==> src/rtl/seq_detect_rate_monitor.sv <==
// -----------------------------------------------------------------------------
// seq_detect_rate_monitor
//
// Counts pulses from the 0110 sequence detector over back-to-back windows of
// WINDOW_CYCLES clocks. At each window close it publishes the count with a
// one-cycle valid strobe and evaluates a rate alarm against a threshold. It
// also keeps a saturating lifetime total and a sticky overflow flag.
//
// Optional build macro: SEQ_MON_STICKY_ALARM_EN
//   undefined : alarm is re-evaluated at every window close; clear_alarm unused
//   defined   : alarm is sticky until clear_alarm or reset (a set wins a clash)
//
// Ports:
//   clk          in   system clock, rising edge
//   reset        in   asynchronous active-high reset
//   enable       in   monitor run enable (level)
//   detected     in   detector output; each high cycle is one detection
//   threshold    in   [CNT_W] alarm threshold, 0 disables the alarm
//   clear_alarm  in   alarm clear (sticky-alarm build only)
//   count_out    out  [CNT_W] count of the last completed window
//   count_valid  out  one-cycle strobe when count_out updates
//   alarm        out  last closing count >= threshold
//   total_count  out  [TOT_W] saturating lifetime detection count
//   overflow     out  sticky: a window count or total_count saturated
// -----------------------------------------------------------------------------
module seq_detect_rate_monitor #(
  parameter int WINDOW_CYCLES = 64,
  parameter int CNT_W         = 8,
  parameter int TOT_W         = 16
) (
  input  logic             clk,
  input  logic             reset,
  input  logic             enable,
  input  logic             detected,
  input  logic [CNT_W-1:0] threshold,
  input  logic             clear_alarm,
  output logic [CNT_W-1:0] count_out,
  output logic             count_valid,
  output logic             alarm,
  output logic [TOT_W-1:0] total_count,
  output logic             overflow
);

  localparam int TMR_W = (WINDOW_CYCLES > 2) ? $clog2(WINDOW_CYCLES) : 1;
  localparam logic [TMR_W-1:0] LAST_TICK = TMR_W'(WINDOW_CYCLES - 1);

  typedef enum logic [0:0] {
    IDLE = 1'b0,
    RUN  = 1'b1
  } state_t;

  state_t           state_r;
  state_t           state_nxt_s;
  logic [TMR_W-1:0] timer_r;
  logic [CNT_W-1:0] acc_r;

  logic             active_s;
  logic             close_s;
  logic [CNT_W-1:0] acc_inc_s;
  logic [TOT_W-1:0] tot_inc_s;
  logic             sat_hit_s;
  logic             alarm_hit_s;

  // FSM state register
  always_ff @(posedge clk or posedge reset) begin
    if (reset) begin
      state_r <= IDLE;
    end else begin
      state_r <= state_nxt_s;
    end
  end

  // FSM next-state logic: enable is checked on every edge in both states
  always_comb begin
    state_nxt_s = state_r;
    case (state_r)
      IDLE: begin
        if (enable) state_nxt_s = RUN;
        else        state_nxt_s = IDLE;
      end
      RUN: begin
        if (!enable) state_nxt_s = IDLE;
        else         state_nxt_s = RUN;
      end
      default: state_nxt_s = IDLE;
    endcase
  end

  // FSM output/datapath control decode
  always_comb begin
    active_s = 1'b0;
    case (state_r)
      IDLE:    active_s = 1'b0;
      // An edge in RUN with enable low only leaves RUN; the window is discarded.
      RUN:     active_s = enable;
      default: active_s = 1'b0;
    endcase

    close_s = active_s && (timer_r == LAST_TICK);

    // Saturating increments; the closing count includes the close-cycle pulse.
    if (detected && !(&acc_r)) acc_inc_s = acc_r + CNT_W'(1);
    else                       acc_inc_s = acc_r;

    if (detected && !(&total_count)) tot_inc_s = total_count + TOT_W'(1);
    else                             tot_inc_s = total_count;

    sat_hit_s   = active_s && detected && ((&acc_r) || (&total_count));
    alarm_hit_s = (threshold != {CNT_W{1'b0}}) && (acc_inc_s >= threshold);
  end

  // Window timer and per-window accumulator
  always_ff @(posedge clk or posedge reset) begin
    if (reset) begin
      timer_r <= {TMR_W{1'b0}};
      acc_r   <= {CNT_W{1'b0}};
    end else if (!active_s || close_s) begin
      timer_r <= {TMR_W{1'b0}};
      acc_r   <= {CNT_W{1'b0}};
    end else begin
      timer_r <= timer_r + TMR_W'(1);
      acc_r   <= acc_inc_s;
    end
  end

  // Published window count and its one-cycle valid strobe
  always_ff @(posedge clk or posedge reset) begin
    if (reset) begin
      count_out   <= {CNT_W{1'b0}};
      count_valid <= 1'b0;
    end else if (close_s) begin
      count_out   <= acc_inc_s;
      count_valid <= 1'b1;
    end else begin
      count_out   <= count_out;
      count_valid <= 1'b0;
    end
  end

  // Lifetime total and sticky overflow flag
  always_ff @(posedge clk or posedge reset) begin
    if (reset) begin
      total_count <= {TOT_W{1'b0}};
      overflow    <= 1'b0;
    end else if (active_s) begin
      total_count <= tot_inc_s;
      overflow    <= overflow | sat_hit_s;
    end else begin
      total_count <= total_count;
      overflow    <= overflow;
    end
  end

`ifdef SEQ_MON_STICKY_ALARM_EN
  // Sticky alarm: a setting close beats a simultaneous clear
  always_ff @(posedge clk or posedge reset) begin
    if (reset) begin
      alarm <= 1'b0;
    end else if (close_s && alarm_hit_s) begin
      alarm <= 1'b1;
    end else if (clear_alarm) begin
      alarm <= 1'b0;
    end else begin
      alarm <= alarm;
    end
  end
`else
  // clear_alarm has no function in this build
  logic unused_clear_s;
  assign unused_clear_s = clear_alarm;

  // Alarm re-evaluated at every window close, held in between
  always_ff @(posedge clk or posedge reset) begin
    if (reset) begin
      alarm <= 1'b0;
    end else if (close_s) begin
      alarm <= alarm_hit_s;
    end else begin
      alarm <= alarm;
    end
  end
`endif

endmodule

==> config.mk <==
export PLATFORM = sky130hd
export DESIGN_NAME = seq_detect_rate_monitor
export DESIGN_NICKNAME = d
export VERILOG_FILES = /design/src/rtl/seq_detect_rate_monitor.sv
export SDC_FILE = /design/constraint.sdc
export NUM_CORES = 1
export LEC_CHECK = 0
export CORE_MARGIN = 3
export CORE_UTILIZATION = 45
export DETAILED_ROUTE_END_ITERATION = 12
export PLACE_DENSITY = 0.73
export SKIP_LAST_GASP = 1
export SYNTH_ARGS = -nofsm -noshare
export SYNTH_HDL_FRONTEND = slang
export SYNTH_SLANG_ARGS = --single-unit
==> constraint.sdc <==
create_clock -name clk -period 6.96 [get_ports clk]
set_input_delay 1.044 -clock clk [delete_from_list [all_inputs] [get_ports clk]]
set_output_delay 1.044 -clock clk [all_outputs]
set_load 0.05 [all_outputs]
==> results.md, run 1 <==
- The run finished with clean final reports.
- The total DRC errors in the routed layout is 0.
- After synthesis, the mean cell area works out to 9.980 um2.
- The final layout net count is 278.
- Combinational logic is responsible for 22.9% of the overall power.
- The leftover overflow at the end of global routing is 0.
- The detailed router finished its first iteration with 61 violations.
- The number of max-slew violations in the final report is 0.
- In the synthesized netlist, the number of instances is 213.
- Setup repair after global routing left no endpoint under its margin.
- The final layout contains routed wiring with a total length of 4051 um.
- The first-pass GRT wire length is 6748 um.
- The signal on the critical path passes through clkdlybuf4s50_1 > and4_1 > and2_1 > nand3_1 > xor2_1 > inv_1 > ha_1 > a21oi_1 > nor2_1 > a211oi_1 > o31ai_1 > a22o_1.
- The detailed router placed 1581 vias in this run.
- During placement, the flow inserted port buffers numbering 38.
- For the final database, setup skew stands at 6.437 ps.
- Of the post-synthesis cell area, the dominant cell type holds 49.44%.
- The total of endpoints with negative setup slack in the final report is 0.
- The number of global-route vias before repair is 1544.
- The repair_antennas step left the layout with diodes totalling 0.
- Yosys mapped a number of flops with a built-in enable equal to 0.
- The yosys synthesis warning count is 0.
- The family with the most delay on the worst path is compound AO/OA/AOI/OAI gates.
- Timing would allow up to 0.3068 GHz.
- Counting flops with an async set or reset pin after synthesis yields a share of 100.0%.
- The element type at the critical path end is a register.
- Routability-driven placement finished with a final weighted congestion of 0.7613.
- Buffers inserted to repair hold after CTS numbered 0.
- The worst-case IR drop observed on VDD is 182.0 uV.
- The switching share of power is 32.39%.
- The relative contribution of the clock network to total power is 26.5%.
- Once the floorplan was initialized, standard cells occupied 47.83% of the core.
- In the post-synthesis netlist, the biggest area contributors are dfrtp_1 49%, ha_1 6.5%, xor2_1 4.9%.
- The number of gates resized after CTS was 0.
- In this run the static leakage power is 1.293 nW.
- The sequential cell area fraction in the yosys report is 49.44%.
- The design internal power is 0.3710 mW.
- Synthesis produced a netlist with a net count of 237.
- CTS built an H-tree with a depth of 2.
- The site row count is 24.
- The clock latency at the later pin of the worst-skew pair is 290 ps.
- In this run the worst path has a maximum fanout of 6.
- The critical path is of the in2reg type.
- The cell accounting for the most synthesized area is dfrtp_1.
- The cell with the biggest individual delay on the critical path is clkdlybuf4s50_1.
- The flip-flop and latch count after synthesis is 42.
- The detailed placer's ending HPWL is 3002 um.
- The post-detailed-route count of antenna-violating nets is 0.
- The total global routing track utilization is 15.78%.
- The power spent charging and discharging nets is 0.1777 mW.
- In this run the deepest clock path goes through 2 buffers.
- Data on the critical path arrives at its endpoint at 3440 ps.
- The number of antenna violations at the first check in global routing is 0.
- The endpoint required time on the critical path is 7150 ps.
- TritonCTS built the clock tree.
- The first TritonRoute pass finished after 4 iterations.
- Hold timing on the final database bottoms out at a slack of 465.4 ps.
- The netlist area before placement is 2126 um2.
- The most common cell in the synthesized netlist is dfrtp_1.
- For this design the ratio of total power to cell area is 208.7 nW/um2.
- 40 I/O pins were placed.
- The post-synthesis cell type count is 38.
- The placement-stage worst setup slack is 3391 ps.
- Measured along the y axis, the die boundary spans 74.73 um.
- The final critical path time including I/O delays and setup is 3259 ps.
- On the worst path, the slowest cell contributes a delay of 560 ps.
- The final hold violation count was 0.
- The kind of launch point of the worst setup path is an input port.
- The critical path buffer and inverter count is 2.
- In this run the horizontal extent of the chip is 74.73 um.
- The sequential share of power is 50.5%.
- After detailed routing, the number of vias per cell comes to 5.167.
- In this run the tightest slew margin relative to its limit is 59.50%.
- The area of the core is 4444 um2.
- By count the netlist is led by 42 x dfrtp_1, 27 x nand2_1, 24 x nor2_1, 18 x inv_1, 12 x xor2_1.
- Counting every sink on the clock net gives 42.
- The layout overhead on the synthesized area is 23.72%.
- The per-cell routed wire length is 13.24 um.
- For the final routed database, the setup TNS stands at 0 ps.
- The post-route worst setup slack is 3701 ps.
- The floorplan step defined a die boundary enclosing 5585 um2.
- Cells with a size suffix above 1 make up 6.693% of the layout.
- At the pin with the least slew margin, the transition time is 607.4 ps.
- The number of setup buffers added after CTS is 0.
- Among all flip-flop cells after synthesis, the most frequent one is dfrtp_1.
- The total power of the final layout is 0.5488 mW.
- The worst hold path belongs to the class reg2reg.
- In the finished design, the share of the clock period the worst path needs comes to 46.83%.
- The max-cap check violation count is 0.
- The maximum number of pins on one net before global-route repair is 43.
- In this run the clock root is driven by a clkbuf_8.
- The clock-pin transition on the worst setup and hold timing paths is 80 ps.
- In this run, CTS created clock tree buffers numbering 5.
## metrics by stage
stage,area (um2),cells,util [%]
CTS,2630,306,59.18
global route,2630,306,59.18
global placement,2554,299,57.46
floorplan,2126,213,-
detailed placement,2554,299,57.46
finish,2630,306,59.18
## metal layers
metal	GRT usage [%]	wire (um)	vias to the layer above
met1	19.51	1795	746
met2	27.22	2055	29
met4	5.929	74	0
li1	-	-	797
met3	3.204	125	9
met5	0	0	-
## layout make-up
cell class / count / area, um2
sequential: 42 / 1051
timing repair buffer: 39 / 387.9
fill: 395 / 1814
tap: 52 / 65.06
multi-input combinational: 148 / 982.2
clock buffer: 7 / 76.32
inverter: 18 / 67.56
## flip-flops by register name (all words and copies together) (netlist names)
register / count
alarm: 1
count_valid: 1
state_r: 1
overflow: 1
count_out: 8
acc_r: 8
total_count: 16
timer_r: 6
## power groups by stage
stage | clock, mW | sequential [mW] | combinational [mW]
6_report | 0.146 | 0.277 | 0.126
5_1_grt | 0.159 | 0.279 | 0.135
4_1_cts | 0.149 | 0.277 | 0.127
3_5_place_dp | 0 | 0.281 | 0.126
3_3_place_gp | 0 | 0.281 | 0.125
2_1_floorplan | 0 | 0.324 | 0.0370
## cells by family (layout without fill, tap and decap cells)
group	after synthesis	count (layout)	synth area share, %
AO/OA/AOI/OAI	24	24	7.592
XOR/XNOR	21	21	8.652
adder cells (fa/ha/maj)	11	11	6.474
buffers and inverters	23	64	4.355
flip-flops	42	42	49.44
multiplexers	3	3	1.471
AND/OR/NAND/NOR	89	89	22.01
## final timing paths
path | start | end | slack [ps] | depth (start not counted)
worst max-delay path | detected | alarm | 3700 | 12
worst min-delay path | timer_r[0] | timer_r[0] | 470 | 1
worst max register to register | acc_r[0] | alarm | 4260 | 11
worst min register to register | timer_r[0] | timer_r[0] | 470 | 1
max in group asynchronous | reset | timer_r[1] | 5420 | 3
min in group asynchronous | reset | count_out[3] | 1180 | 3
## layout by cell type, fill, tap and decap left out, types with 2 or more instances in the layout
| cell type | n |
|---|---|
| a211oi_1 | 2 |
| a21o_1 | 2 |
| a21oi_1 | 6 |
| and2_1 | 2 |
| and3_1 | 3 |
| and4_1 | 2 |
| and4_4 | 3 |
| clkbuf_1 | 2 |
| clkbuf_8 | 5 |
| clkdlybuf4s50_1 | 38 |
| dfrtp_1 | 42 |
| ha_1 | 11 |
| inv_1 | 18 |
| mux2i_1 | 2 |
| nand2_1 | 27 |
| nand2b_1 | 2 |
| nand3_1 | 10 |
| nand4_1 | 3 |
| nor2_1 | 24 |
| nor3_1 | 2 |
| nor4_1 | 2 |
| o21ai_1 | 7 |
| o31ai_1 | 2 |
| or3_1 | 2 |
| xnor2_1 | 9 |
| xor2_1 | 12 |
Note: power is estimated with default switching activity, not from simulation.
==> inputs of run 2 (changes only) <==
- PLACE_DENSITY: 0.73 -> 0.75
- clock period: 6.96 -> 2.7 ns (I/O delays scaled with it)
==> run 2 against run 1 <==
Setup slack worse by 3500 ps. Clock power grew to 2.5 times the previous value. Global-route usage is 0.21 points higher. Final area is 2.6% higher. Die area stayed put. First-iteration DRC count is 9.8% higher. Largest cell class unchanged.
==> results.md, run 2 (synthesis results as in run 1) <==
- The final critical path time including I/O delays and setup is 2535 ps.
- The number of clock sinks is 42 (unchanged).
- The iteration count of the initial detailed-routing pass is 4 (unchanged).
- The count of input and output buffers came to 38 (unchanged).
- The site row count is 24 (unchanged).
- The most frequent standard cell in the layout excluding fill and tap cells is dfrtp_1.
- The power density over the cells was 524.0 nW/um2 (+150%).
- The number of standard cells in the layout, taps in and fillers out came to 314 (+2.6%).
- The first-pass GRT wire length is 6851 um (+1.5%).
- The count of placed standard cells including taps is 305 (+2.0%).
- The number of fill cells in the layout is 383 (-3.0%).
- The tree is rooted in a clkbuf_8.
- The critical path buffer and inverter count came to 0 (-2).
- The worst setup path is launched from a register.
- The TritonCTS clock tree is done.
- The worst relative slew slack is 60.20% (+0.70 points).
- The worst-case clock skew is 3.175 ps (-3.262 ps).
- The largest registers in the layout are total_count x16, acc_r x8, count_out x8.
- The clock-pin transition on the worst setup and hold timing paths is 70 ps (about the same).
- The endpoint required time on the critical path is 2880 ps (-4270 ps).
- The number of H-tree branching levels was 2 (unchanged).
- The max-cap check violation count was 0 (unchanged).
- The width of the die came to 74.73 um (unchanged).
- The worst setup path is captured at a register.
- The maximum fanout count along the critical path is 4 (-2).
- The family with the most delay on the worst path is compound AO/OA/AOI/OAI gates.
- The total DRC errors in the routed layout came to 0 (unchanged).
- The count of vias placed by the detailed router was 1611 (+1.9%).
- The final hold violation count is 0 (unchanged).
- The post-detailed-route count of antenna-violating nets is 0 (unchanged).
- Leaving out fill and tap cells, the most frequent cells in the layout are 42 x dfrtp_1, 38 x clkdlybuf4s50_1, 27 x nand2_1.
- The number of max-slew violations in the final report came to 0 (unchanged).
- The die area is 5585 um2 (unchanged).
- The final hold slack is 476.7 ps (+11.23 ps).
- The fraction of the core area covered by cells at the end of the flow came to 60.70% (+1.5 points).
- The number of global-route vias before repair is 1569 (+1.6%).
- The initial core utilization is 47.83% (unchanged).
- The worst hold path belongs to the class reg2reg.
- The total routed wirelength came to 3927 um (-3.1%).
- The final layout net count is 286 (+2.9%).
- The data arrival time at the worst-slack endpoint is 2720 ps (-720 ps).
- The number of DRC markers in iteration 0 came to 67 (+9.8%).
- The clock latency at the later pin of the worst-skew pair is 290 ps (about the same).
- The maximum cell stage delay along the critical path is 400 ps (-160 ps).
- The per-cell routed wire length is 12.51 um (-5.5%).
- The register with the highest flop count is total_count.
- Based on the critical path, the design can be clocked at up to 0.3945 GHz.
- Walking the worst path, the cells encountered are ha_1 > nand3_1 > nand2b_1 > nand2_1 > xor2_2 > ha_1 > nand2b_1 > a21o_1 > a211oi_1 > o31ai_1 > a22o_1.
- The total global routing track utilization is 15.99% (+0.21 points).
- The leakage power summed over all cells is 1.330 nW (+2.9%).
- The final weighted congestion in routability-driven placement is 0.8217 (+7.9%).
- The maximum number of pins on one net before global-route repair is 43 (unchanged).
- The area of the core is 4444 um2 (unchanged).
- The total of endpoints with negative setup slack in the final report is 0 (unchanged).
- The antenna diode count was 0 (unchanged).
- The number of buffers inserted for hold repair after clock tree synthesis is 0 (unchanged).
- The leftover overflow at the end of global routing came to 0 (unchanged).
- The setup total negative slack is 0 ps (unchanged).
- The flip-flop count of the largest register after layout is 16 (unchanged).
- The flow ran to the end, and the final reports show no timing, DRC or antenna violations.
- The vertical extent of the die is 74.73 um (unchanged).
- The detailed placer's ending HPWL is 2916 um (-2.9%).
- The share of post-route cells with drive strength above 1 is 9.924% (+3.2 points).
- The number of buffers on the longest clock path is 2 (unchanged).
- The final critical path takes up 93.89% of the cycle.
- The number of buffers added by the clock tree synthesis step came to 5 (unchanged).
- Among all stages on the critical path, the largest delay is contributed by dfrtp_1.
- The layout overhead on the synthesized area is 26.90%.
- The number of antenna violations at the first check in global routing is 0 (unchanged).
- Setup repair after global routing left no endpoint under its margin.
- The type of the worst setup path is reg2reg.
- The number of top-level design ports was 40 (unchanged).
- The total power of the final layout is 1.413 mW (+160%).
- The peak supply drop is 535.0 uV (+190%).
- The slew at the pin with the worst max-slew slack came to 597.0 ps (-10.44 ps).
- The via count normalized by instance count came to 5.131 (-0.70%).
[run 2: cell types whose count changed in the layout (fill, tap and decap cells not counted), sizes merged]
cell / before / now
buf: 1 / 9
[run 2: power breakdown]
group | leakage (nW) | switching, mW | internal [mW] | total, mW
Clock | 0.0383 | 0.195 | 0.178 | 0.372
Sequential | 0.576 | 0.0457 | 0.666 | 0.711
Combinational | 0.717 | 0.212 | 0.118 | 0.330
Total | 1.33 | 0.452 | 0.962 | 1.41
[run 2: final timing paths]
check                      slack [ps]  cells after the start  startpoint               to
setup / recovery                  170                     11    acc_r[0]            alarm
hold / removal                    480                      1  timer_r[0]       timer_r[0]
setup reg to reg                  170                     11    acc_r[0]            alarm
hold reg to reg                   480                      1  timer_r[0]       timer_r[0]
max in group asynchronous        1810                      3       reset   total_count[6]
min in group asynchronous         550                      3       reset  total_count[15]
[run 2: layout make-up]
type / count / area [um2] / area share (%)
tap: 52 / 65.06 / 2.412
multi-input combinational: 148 / 989.7 / 36.69
timing repair buffer: 47 / 447.9 / 16.60
sequential: 42 / 1051 / 38.96
clock buffer: 7 / 76.32 / 2.829
inverter: 18 / 67.56 / 2.505
[run 2: per-stage QoR]
stage          area (um2)  setup slack (ps)
3_3_place_gp         2599             24.52
4_1_cts              2675             119.3
2_1_floorplan        2126             368.2
5_1_grt              2698             2.734
6_report             2698             165.0
3_5_place_dp         2599            -35.87
[run 2: routing by layer]
layer / GRT usage, % / routed length [um]
met5: 0 / 0
met4: 6.126 / 78
met3: 4.406 / 91
met2: 25.85 / 1966
met1: 20.50 / 1790
[run 2: worst reg2reg max path, cell delays in order, from the launching register on]
cell	delay, ps
dfrtp_1	400
ha_1	250
nand3_1	140
nand2b_1	190
nand2_1	140
xor2_2	180
ha_1	270
nand2b_1	140
a21o_1	180
a211oi_1	260
o31ai_1	110
a22o_1	190
[run 2: what timing repair did]
item | in CTS | in global routing
hold endpoints to repair | 0 | 0
buffers inserted | 0 | 2
endpoints found under the setup margin | 0 | 1
resized for setup | 0 | 1
==> inputs of run 3 (changes only) <==
- SKIP_CTS_REPAIR_TIMING: not set -> 1
==> results of run 3 <==
The final DEF is identical to that of run 2; final timing and power are the same.
==> edit: new RTL, flow settings as in run 3 <==
The option `SEQ_MON_STICKY_ALARM_EN` is turned on by a define.
--- a/src/rtl/seq_detect_rate_monitor.sv
+++ b/src/rtl/seq_detect_rate_monitor.sv
@@ -23,6 +23,8 @@
 //   total_count  out  [TOT_W] saturating lifetime detection count
 //   overflow     out  sticky: a window count or total_count saturated
 // -----------------------------------------------------------------------------
+`define SEQ_MON_STICKY_ALARM_EN
+
 module seq_detect_rate_monitor #(
   parameter int WINDOW_CYCLES = 64,
   parameter int CNT_W         = 8,
Behaviour: no difference found for any inputs over 10 cycles, from zero or initial values and one cycle with reset high; that may be too few to reach the edited logic, so the function may still have changed.
==> edit against run 3 <==
  * Clock skew rose by 1.4 ps
  * Sequential cell count unchanged
  * Setup slack gained 150 ps
  * Synthesized area increased by 1.7%
  * First-iteration DRC count down 18%
  * Cell area is 1.9% higher
  * Global-route usage is 1.8 points higher
  * Wire length up 12%
  * Count of clock-buffer cells in the layout increased by 1
  * Power grew 7.0%
  * Sequential share of layout area decreased by 0.73 points
  * Critical endpoint unchanged
  * Largest cell class unchanged
  * Highest routed layer unchanged
==> edit: results (changes against run 3) <==
[power_and_ir_drop]
internal_power_mw = 1.05  ; +9.1%
vdd_drop_max_v = 0.000266  ; -50%
leakagePower_nw = 1.33  ; -0.12%

[timing]
finClkSkew_ps = 4.60  ; +1.43 ps
worstMarginPinSlew_ps = 536  ; -60.7 ps
finalCriticalPeriod_ps = 2390  ; -147 ps

[synth]
netlist_top_cells_area = sky130_fd_sc_hd__dfrtp_1 49%, sky130_fd_sc_hd__ha_1 6.4%, sky130_fd_sc_hd__xor2_1 4.5%
seq_area_frac_synth_pct = 48.6  ; -0.83 points
yosys-mux-area-fraction_pct = 3.59  ; +2.1 points
post_synth.cell_area_avg_um2 = 10.2  ; +1.7%
synth_compound_gate_area_share_pct = 7.70  ; +0.10 points
synth_adder_area_share_pct = 6.37  ; -0.11 points
yosys.area_share.xor_xnor_pct = 8.10  ; -0.55 points

[routing]
met3_length_um = 155  ; +70%
wl_met1_um = 2060  ; +15%
drt-vias-per-instance = 5.47  ; +6.7%
met2RoutedLength_um = 2140  ; +8.9%
vias = 1713  ; +6.3%

[placed_design]
place.gp.congestion = 0.804  ; -2.1%
placedInstanceArea_um2 = 2640  ; +1.5%
port_buffers = 39  ; +2.6%
hpwlAfterDp_um = 3290  ; +13%

[final_layout]
multi_input_cells = 150  ; +1.4%
clock_tree_area_fraction_pct = 4.01  ; +1.2 points
multi_input_area_share_pct = 37.5  ; +0.82 points
final.fill_count = 382  ; -0.26%
num-nets-final = 284  ; -0.70%
nonClockInverterCount = 17  ; -1
buffer_area_share_pct = 15.6  ; -1.0 points
n_clock_buffer = 8  ; +1
total_area_of_multi_input_combinational_cells_um2 = 1030  ; +4.2%
drive_gt1_share_pct = 9.96  ; +0.038 points

[critical_path]
ff2ff_path_depth = 10  ; -1
cp_arrival_ps = 2580  ; -140 ps
r2r_setup_slack_ps = 310  ; +150 ps
worst-path-max-fanout = 8  ; +4

[global_route]
total_routing_usage_gr_pct = 17.8  ; +1.8 points
global_route.usage.met1_pct = 24.3  ; +3.8 points
global_route.usage.met2_pct = 28.4  ; +2.5 points

[outcome]
run_status = finished, final reports clean

## edit: cell count changes after synthesis, moves of 3 or more
cell,change
sky130_fd_sc_hd__o21ai_0,+9
sky130_fd_sc_hd__nor4_1,+3
sky130_fd_sc_hd__nand4_1,+4
sky130_fd_sc_hd__o21ai_1,-6
sky130_fd_sc_hd__nor2_1,-8
sky130_fd_sc_hd__buf_2,-3
sky130_fd_sc_hd__nand2_1,-3
sky130_fd_sc_hd__and4_4,-3
sky130_fd_sc_hd__clkbuf_1,+3
sky130_fd_sc_hd__nor3_1,+4
## edit: power by group through the flow
stage / registers, mW / clock network, mW / logic (mW)
global route: 0.728 / 0.506 / 0.339
detailed placement: 0.731 / 0 / 0.317
CTS: 0.719 / 0.483 / 0.320
finish: 0.718 / 0.478 / 0.317
global placement: 0.728 / 0 / 0.316
floorplan: 0.841 / 0 / 0.0859
